===== src/rtl/cpu_pkg.sv =====
// Shared CPU definitions: arbiter state encoding and default memory latency.
package cpu_pkg;

  typedef enum logic [1:0] {
    IDLE   = 2'd0,
    IF_ACC = 2'd1,
    DM_ACC = 2'd2
  } arb_state_t;

  localparam int DEFAULT_LAT = 2;

endpackage


===== src/rtl/mem_port_arbiter.sv =====
// Unified memory port arbiter: shares one single-ported memory between
// instruction fetch and data memory. Each access holds the port for LAT
// cycles, returns registered read data with a one-cycle done pulse, and
// raises pipeline stalls while a requester is waiting. Data accesses win
// by default, but a fetch waiting behind a completed data access goes next.
module mem_port_arbiter
  import cpu_pkg::*;
#(
  parameter int LAT = DEFAULT_LAT,
  parameter int AW  = 16,
  parameter int DW  = 16
) (
  input  logic          clk,
  input  logic          rst,
  input  logic          if_req,
  input  logic [AW-1:0] if_addr,
  output logic [DW-1:0] if_rdata,
  output logic          if_done,
  input  logic          dm_rd,
  input  logic          dm_wr,
  input  logic [AW-1:0] dm_addr,
  input  logic [DW-1:0] dm_wdata,
  output logic [DW-1:0] dm_rdata,
  output logic          dm_done,
  output logic          mem_en,
  output logic          mem_we,
  output logic [AW-1:0] mem_addr,
  output logic [DW-1:0] mem_wdata,
  input  logic [DW-1:0] mem_rdata,
  output logic          stall_if,
  output logic          stall_mem,
  output logic          busy
);

  localparam int CW = $clog2(LAT + 1);
  localparam logic [CW-1:0] CNT_LAST = CW'(LAT - 1);

  arb_state_t    state;
  logic [CW-1:0] cnt;
  logic          last_dm;
  logic          if_pend;
  logic          dm_pend;

  // A requester whose done pulse is showing this cycle is no longer waiting.
  always_comb begin
    if_pend   = if_req & ~if_done;
    dm_pend   = (dm_rd | dm_wr) & ~dm_done;
    stall_if  = if_pend;
    stall_mem = dm_pend;
    busy      = (state != IDLE);
    mem_en    = (state != IDLE);
  end

  // Arbitration, access timing, completion capture and done pulses.
  always_ff @(posedge clk or negedge rst) begin
    if (!rst) begin
      state     <= IDLE;
      cnt       <= '0;
      last_dm   <= 1'b0;
      if_rdata  <= '0;
      dm_rdata  <= '0;
      if_done   <= 1'b0;
      dm_done   <= 1'b0;
      mem_we    <= 1'b0;
      mem_addr  <= '0;
      mem_wdata <= '0;
    end else begin
      if_done <= 1'b0;
      dm_done <= 1'b0;
      case (state)
        IDLE: begin
          if (dm_pend && !(last_dm && if_pend)) begin
            state     <= DM_ACC;
            mem_addr  <= dm_addr;
            mem_wdata <= dm_wdata;
            mem_we    <= dm_wr;
            cnt       <= '0;
          end else if (if_pend) begin
            state     <= IF_ACC;
            mem_addr  <= if_addr;
            mem_wdata <= '0;
            mem_we    <= 1'b0;
            cnt       <= '0;
          end
        end
        IF_ACC, DM_ACC: begin
          if (cnt == CNT_LAST) begin
            if (state == IF_ACC) begin
              if_rdata <= mem_rdata;
              if_done  <= 1'b1;
            end else begin
              if (!mem_we) begin
                dm_rdata <= mem_rdata;
              end
              dm_done <= 1'b1;
            end
            last_dm <= (state == DM_ACC);
            mem_we  <= 1'b0;
            state   <= IDLE;
          end else begin
            cnt <= cnt + CW'(1);
          end
        end
        default: state <= IDLE;
      endcase
    end
  end

endmodule


===== config.mk =====
export PLATFORM = sky130hd
export DESIGN_NAME = mem_port_arbiter
export DESIGN_NICKNAME = d
export VERILOG_FILES = /design/src/rtl/cpu_pkg.sv /design/src/rtl/mem_port_arbiter.sv
export SDC_FILE = /design/constraint.sdc
export NUM_CORES = 1
export LEC_CHECK = 0
export ABC_CLOCK_PERIOD_IN_PS = 1900
export BUFFER_PORTS_ARGS = -buffer_cell sky130_fd_sc_hd__buf_2
export CAP_MARGIN = 20
export CORE_UTILIZATION = 42
export DETAILED_ROUTE_END_ITERATION = 6
export PLACE_DENSITY = 0.75
export SLEW_MARGIN = 20
export SYNTH_ARGS = -nofsm -noshare
export SYNTH_HDL_FRONTEND = slang
export SYNTH_SLANG_ARGS = --single-unit

===== constraint.sdc =====
create_clock -name clk -period 1.9 [get_ports clk]
set_clock_uncertainty 0.1 [all_clocks]
set_input_delay 0.475 -clock clk [delete_from_list [all_inputs] [get_ports clk]]
set_output_delay 0.475 -clock clk [all_outputs]
set_load 0.01 [all_outputs]

-- Word-level counts from Yosys, hierarchy flattened
Index checks and enable logic that the tools add are counted.
- $add $sub $neg: 1
- equal/unequal tests: 6
- mux-type cells: 22
- bitwise logic cells: 7
- reductions and logical operators: 15
- operators by type and width (kind ; count):
    2-to-1 mux 16 bit ; 4
    2-to-1 mux 2 bit ; 6
    2-to-1 mux 1 bit ; 9
    AND reduction 3 bit ; 3
    one-hot mux 2 bit (2 select lines) ; 2
    AND reduction 2 bit ; 3
    nonzero test 2 bit ; 3
    == test 2 x 1 -> 1 bit (second input constant) ; 2
    inequality test 2 bit (second input constant) ; 2
    inverter 1 bit ; 4
    AND reduction 4 bit ; 1
    inequality test 3 bit (second input constant) ; 1
    adder 2 x 1 -> 2 bit (second input constant) ; 1
    bitwise AND 1 bit ; 2
    == test 2 bit (second input constant) ; 1
    logical AND 1 bit ; 2
    zero test 2 bit ; 1
    one-hot mux 1 bit (2 select lines) ; 1
    OR reduction 2 bit ; 1
    zero test 1 bit ; 1
    bitwise OR 1 bit ; 1
- flip-flop bits (word level): 72
- bits of input ports: 69
- output and inout port bits: 71
- logic and storage cells: 61

-- Logic depth before layout (Yosys ltp)
- depth after elaboration: 7
- depth in mapped cells: 7
- gate-level depth less buffers: 5

-- Worst setup path before layout
Ideal clock, no wire load.
- path type: register -> register
- start: register state[0]
- end: register dm_rdata[10]
- library setup time: 0.127 ns
- arrival: 1.620 ns
- data required time: 1.673 ns
- setup slack: 0.053 ns
- stages on the path, launching flop included: 7
- path buffers: 1
- period minus slack after synthesis: 1.847 ns
- cells stage by stage: dfrtp_1 > inv_1 > ha_1 > nand2_2 > nor3_4 > buf_6 > mux2_1
- longest elaborated chain between the ends: 3
- elaborated cells between the ends (all ways): 5
- classes of those cells: eq/ne (2); bitwise (1); reduce/logical (2)
- RTL lines (item ; line ; RTL):
    from (decl) ; mem_port_arbiter.sv:38 ; arb_state_t state;
    from (signal assigned) ; mem_port_arbiter.sv:57 ; state <= IDLE;
    from (signal assigned) ; mem_port_arbiter.sv:73 ; state <= DM_ACC;
    from (signal assigned) ; mem_port_arbiter.sv:79 ; state <= IF_ACC;
    == test 2 x 1 -> 1 bit / == test 2 bit (equally long branches) ; mem_port_arbiter.sv:70, mem_port_arbiter.sv:88 ;
    OR reduction 2 bit / inverter 1 bit (equally long branches) ; - ;
    AND reduction 4 bit (no line) (*) ; - ;
    to (signal assigned) ; mem_port_arbiter.sv:93 ; dm_rdata <= mem_rdata;
    to (decl) ; mem_port_arbiter.sv:23 ; output logic [DW-1:0] dm_rdata,
Mark *: on every way between the ends. The rest lies on a longest branch, timed or not.
A chain may end at the register's enable or synchronous reset.

-- Final worst setup path
- start: register state[1]
- end: output port busy
- longest elaborated chain between the ends: 1
- RTL lines (item ; line ; RTL):
    nonzero test 2 bit ; mem_port_arbiter.sv:50 ; busy = (state != IDLE);
    to (decl) ; mem_port_arbiter.sv:32 ; output logic busy
No other way between the ends.

==> results.toml <==
[global_routing]
grt_max_degree = 73
grt_usage_pct = 20.4
grt_pass1_vias = 2550
antenna_found_initial = 0
gr-total-overflow = 0
grt_pass1_wl_um = 12100

[clock_network]
cts_root_buf = "clkbuf_8"
numCtsBuffers = 9
clockBufferDepth = 2
clock_latency_ps = 330
cts_tree = "built"
cts_sinks = 72
cts_max_level = 3
clkTransAtPathRegs_ps = 70

[drt]
dr.pass1.iters = 4
drc = 0
drt_wl_total_um = 7710
via_per_inst = 5.41
ant_nets = 0
drt_iter0_drc = 98
num_vias = 2689
wl_per_cell_um = 15.5

[timing]
relSlewSlack_pct = 57.2
tightest_slew_ps = 641
finalHoldViolations = 0
finalCritPeriodShare_pct = 97.1
clock.fmax_ghz = 0.542
finalCriticalPeriod_ps = 1840
report.final.slew_viol_count = 0
holdWs_ps = 51.8
final-setup-viol-count = 0

[power_and_ir_drop]
power_density_nw_per_um2 = 1680
peakVddDrop_v = 0.000927
power_leakage_uw = 0.00205

[worst_setup_path]
path_class = "flip-flop to output port"
critical_path.reg2reg.startpoint = "state[1]$_DFFE_PN0P_"
max_stage_delay_ps = 400
path_cells = "inv_1 > ha_4 > inv_4 > buf_4"
cp_slowest_cell = "dfrtp_1"
end_kind = "output port"
cp_data_arrival_time_ps = 1270
path_max_fanout = 6
cp.required_ps = 1320
start_kind = "flip-flop"
startpoint = "state[1]$_DFFE_PN0P_"

[flow_run]
maxCapViolCount = 0

[floorplan]
floorplan.die_area_um2 = 7850
ioPinCount = 140
die_w_um = 88.6
start_util_pct = 43.4
die_h_um = 88.6
core_um2 = 7250
row_count = 31

[final_layout]
layoutNonFillerInstCount = 497
num_antenna_cells = 0
drive_above_1_share_pct = 51.3
nNetsFinal = 467
nFillCells = 649
area_delta_synth_final_pct = 33.6

[yosys]
ys_ff_latch = 72
yosysTopAreaCellShare_pct = 57.2
synth.largest_area_cell = "dfrtp_1"
synth_area_leaders = "dfrtp_1 (57%), mux2_2 (8.2%), a22o_1 (4.4%)"
ys_async_sr_fraction_pct = 100
yosysMostFrequentCell = "dfrtp_1"
syn_nets = 321
ys_warn_count = 0
syn_area_per_cell_um2 = 12.7
synth_commonest_cells = "dfrtp_1 (72), mux2_2 (23)"
synth_cells = 248
synth_edf_count = 0
synth.distinct_cells = 36
synth_flop_cell = "dfrtp_1"
synth-seq-area-share_pct = 57.2
netlist_area_um2 = 3150

[place]
place.gp.congestion = 0.842
place_inst = 478
portBuffers = 139
dp_hpwl_um = 5460

[run_status]
run_status = "finished clean"

[worst_hold_path]
hp-class = "input pin to asynchronous set/reset pin"
==> final timing paths <==
kind                                        endpoint  slack [ps]  cells after the start
max                                             busy          60                      4
min                        mem_wdata[10]$_DFFE_PN0P_          50                      2
max reg2reg                 mem_wdata[3]$_DFFE_PN0P_         120                      5
min reg2reg                  dm_rdata[9]$_DFFE_PN0P_         380                      1
max in group asynchronous   if_rdata[10]$_DFFE_PN0P_        1310                      2
min in group clk           mem_wdata[10]$_DFFE_PN0P_         260                      2
==> cell families (layout without fill, tap and decap cells) <==
logic type                 after synthesis  count (layout)  share of synthesized area, %
AOI/OAI and AO/OA                       76              76                          17.9
DFF                                     72              72                          57.2
and+or+nand+nor                         36              36                          6.87
muxes                                   34              34                          12.2
buffers and inverters                   26             176                          4.33
adders and majority gates                4               4                          1.59
==> layer usage <==
| metal | track usage, % | up-vias | part of all wire, % |
|---|---|---|---|
| li1 | - | 1232 | - |
| met1 | 25.1 | 1300 | 41 |
| met2 | 33.7 | 148 | 48 |
| met3 | 6.06 | 9 | 9.2 |
| met4 | 7.92 | 0 | 1.3 |
| met5 | 0 | - | 0 |
==> cell type report <==
cell class                 instances  area, um^2  share of cell area [%]
clock buffer                      11         131                    3.12
tap                               99         124                    2.94
inverter                           7        31.3                   0.743
sequential                        72        1800                    42.8
timing repair buffer             154         863                    20.5
multi-input combinational        150        1230                    29.3
clock inverter                     4        22.5                   0.535
==> power breakdown <==
group	switching [uW]	total, uW	internal (uW)
sequential	380	2660	2280
clock	521	982	461
combinational	1800	3450	1640
==> per-stage QoR <==
stage | instance area, um^2 | utilization [%] | setup slack, ps | setup TNS (ps) | total power (uW)
after floorplan | 3150 | - | 52.9 | 0 | 4710
after global placement | 3980 | 54.9 | 59.4 | 0 | 5890
after detailed placement | 3980 | 54.9 | -38.4 | -255 | 5990
after CTS | 4150 | 57.2 | 4.21 | 0 | 7060
after global routing | 4210 | 58.0 | -19.1 | -33.1 | 7630
final | 4210 | 58.0 | 55.7 | 0 | 7080
==> sequential cells by signal, indices dropped and copies added, names as in the netlist <==
name	flops
if_rdata	16
mem_addr	16
dm_done	1
dm_rdata	16
if_done	1
last_dm	1
state	2
mem_we	1
mem_wdata	16
cnt	2
==> placed cells by master (no fill, tap or decap), types with 3 or more instances in the layout <==
master / count
a211oi_1: 16
a22o_1: 16
a31oi_1: 16
buf_12: 4
buf_2: 137
buf_4: 13
clkbuf_8: 9
clkinv_2: 3
dfrtp_1: 72
ha_1: 3
inv_1: 4
mux2_1: 11
mux2_2: 23
nand3_1: 16
nor2_1: 5
o21ai_0: 15
==> worst max-delay path, delay by kind of cell, from the launching register on <==
kind,cells,cell delay (ps)
buffers and inverters,3,340
adder cells (fa/ha/maj),1,200
flip-flops,1,400
==> repair_timing <==
| action | in CTS | in global routing |
|---|---|---|
| buffers inserted | 0 | 4 |
| hold buffers | 0 | 0 |
| pin swaps | 0 | 1 |
| resized for setup | 3 | 6 |
| endpoints found under the setup margin | 18 | 24 |
Note: power is estimated with default switching activity, not from simulation.
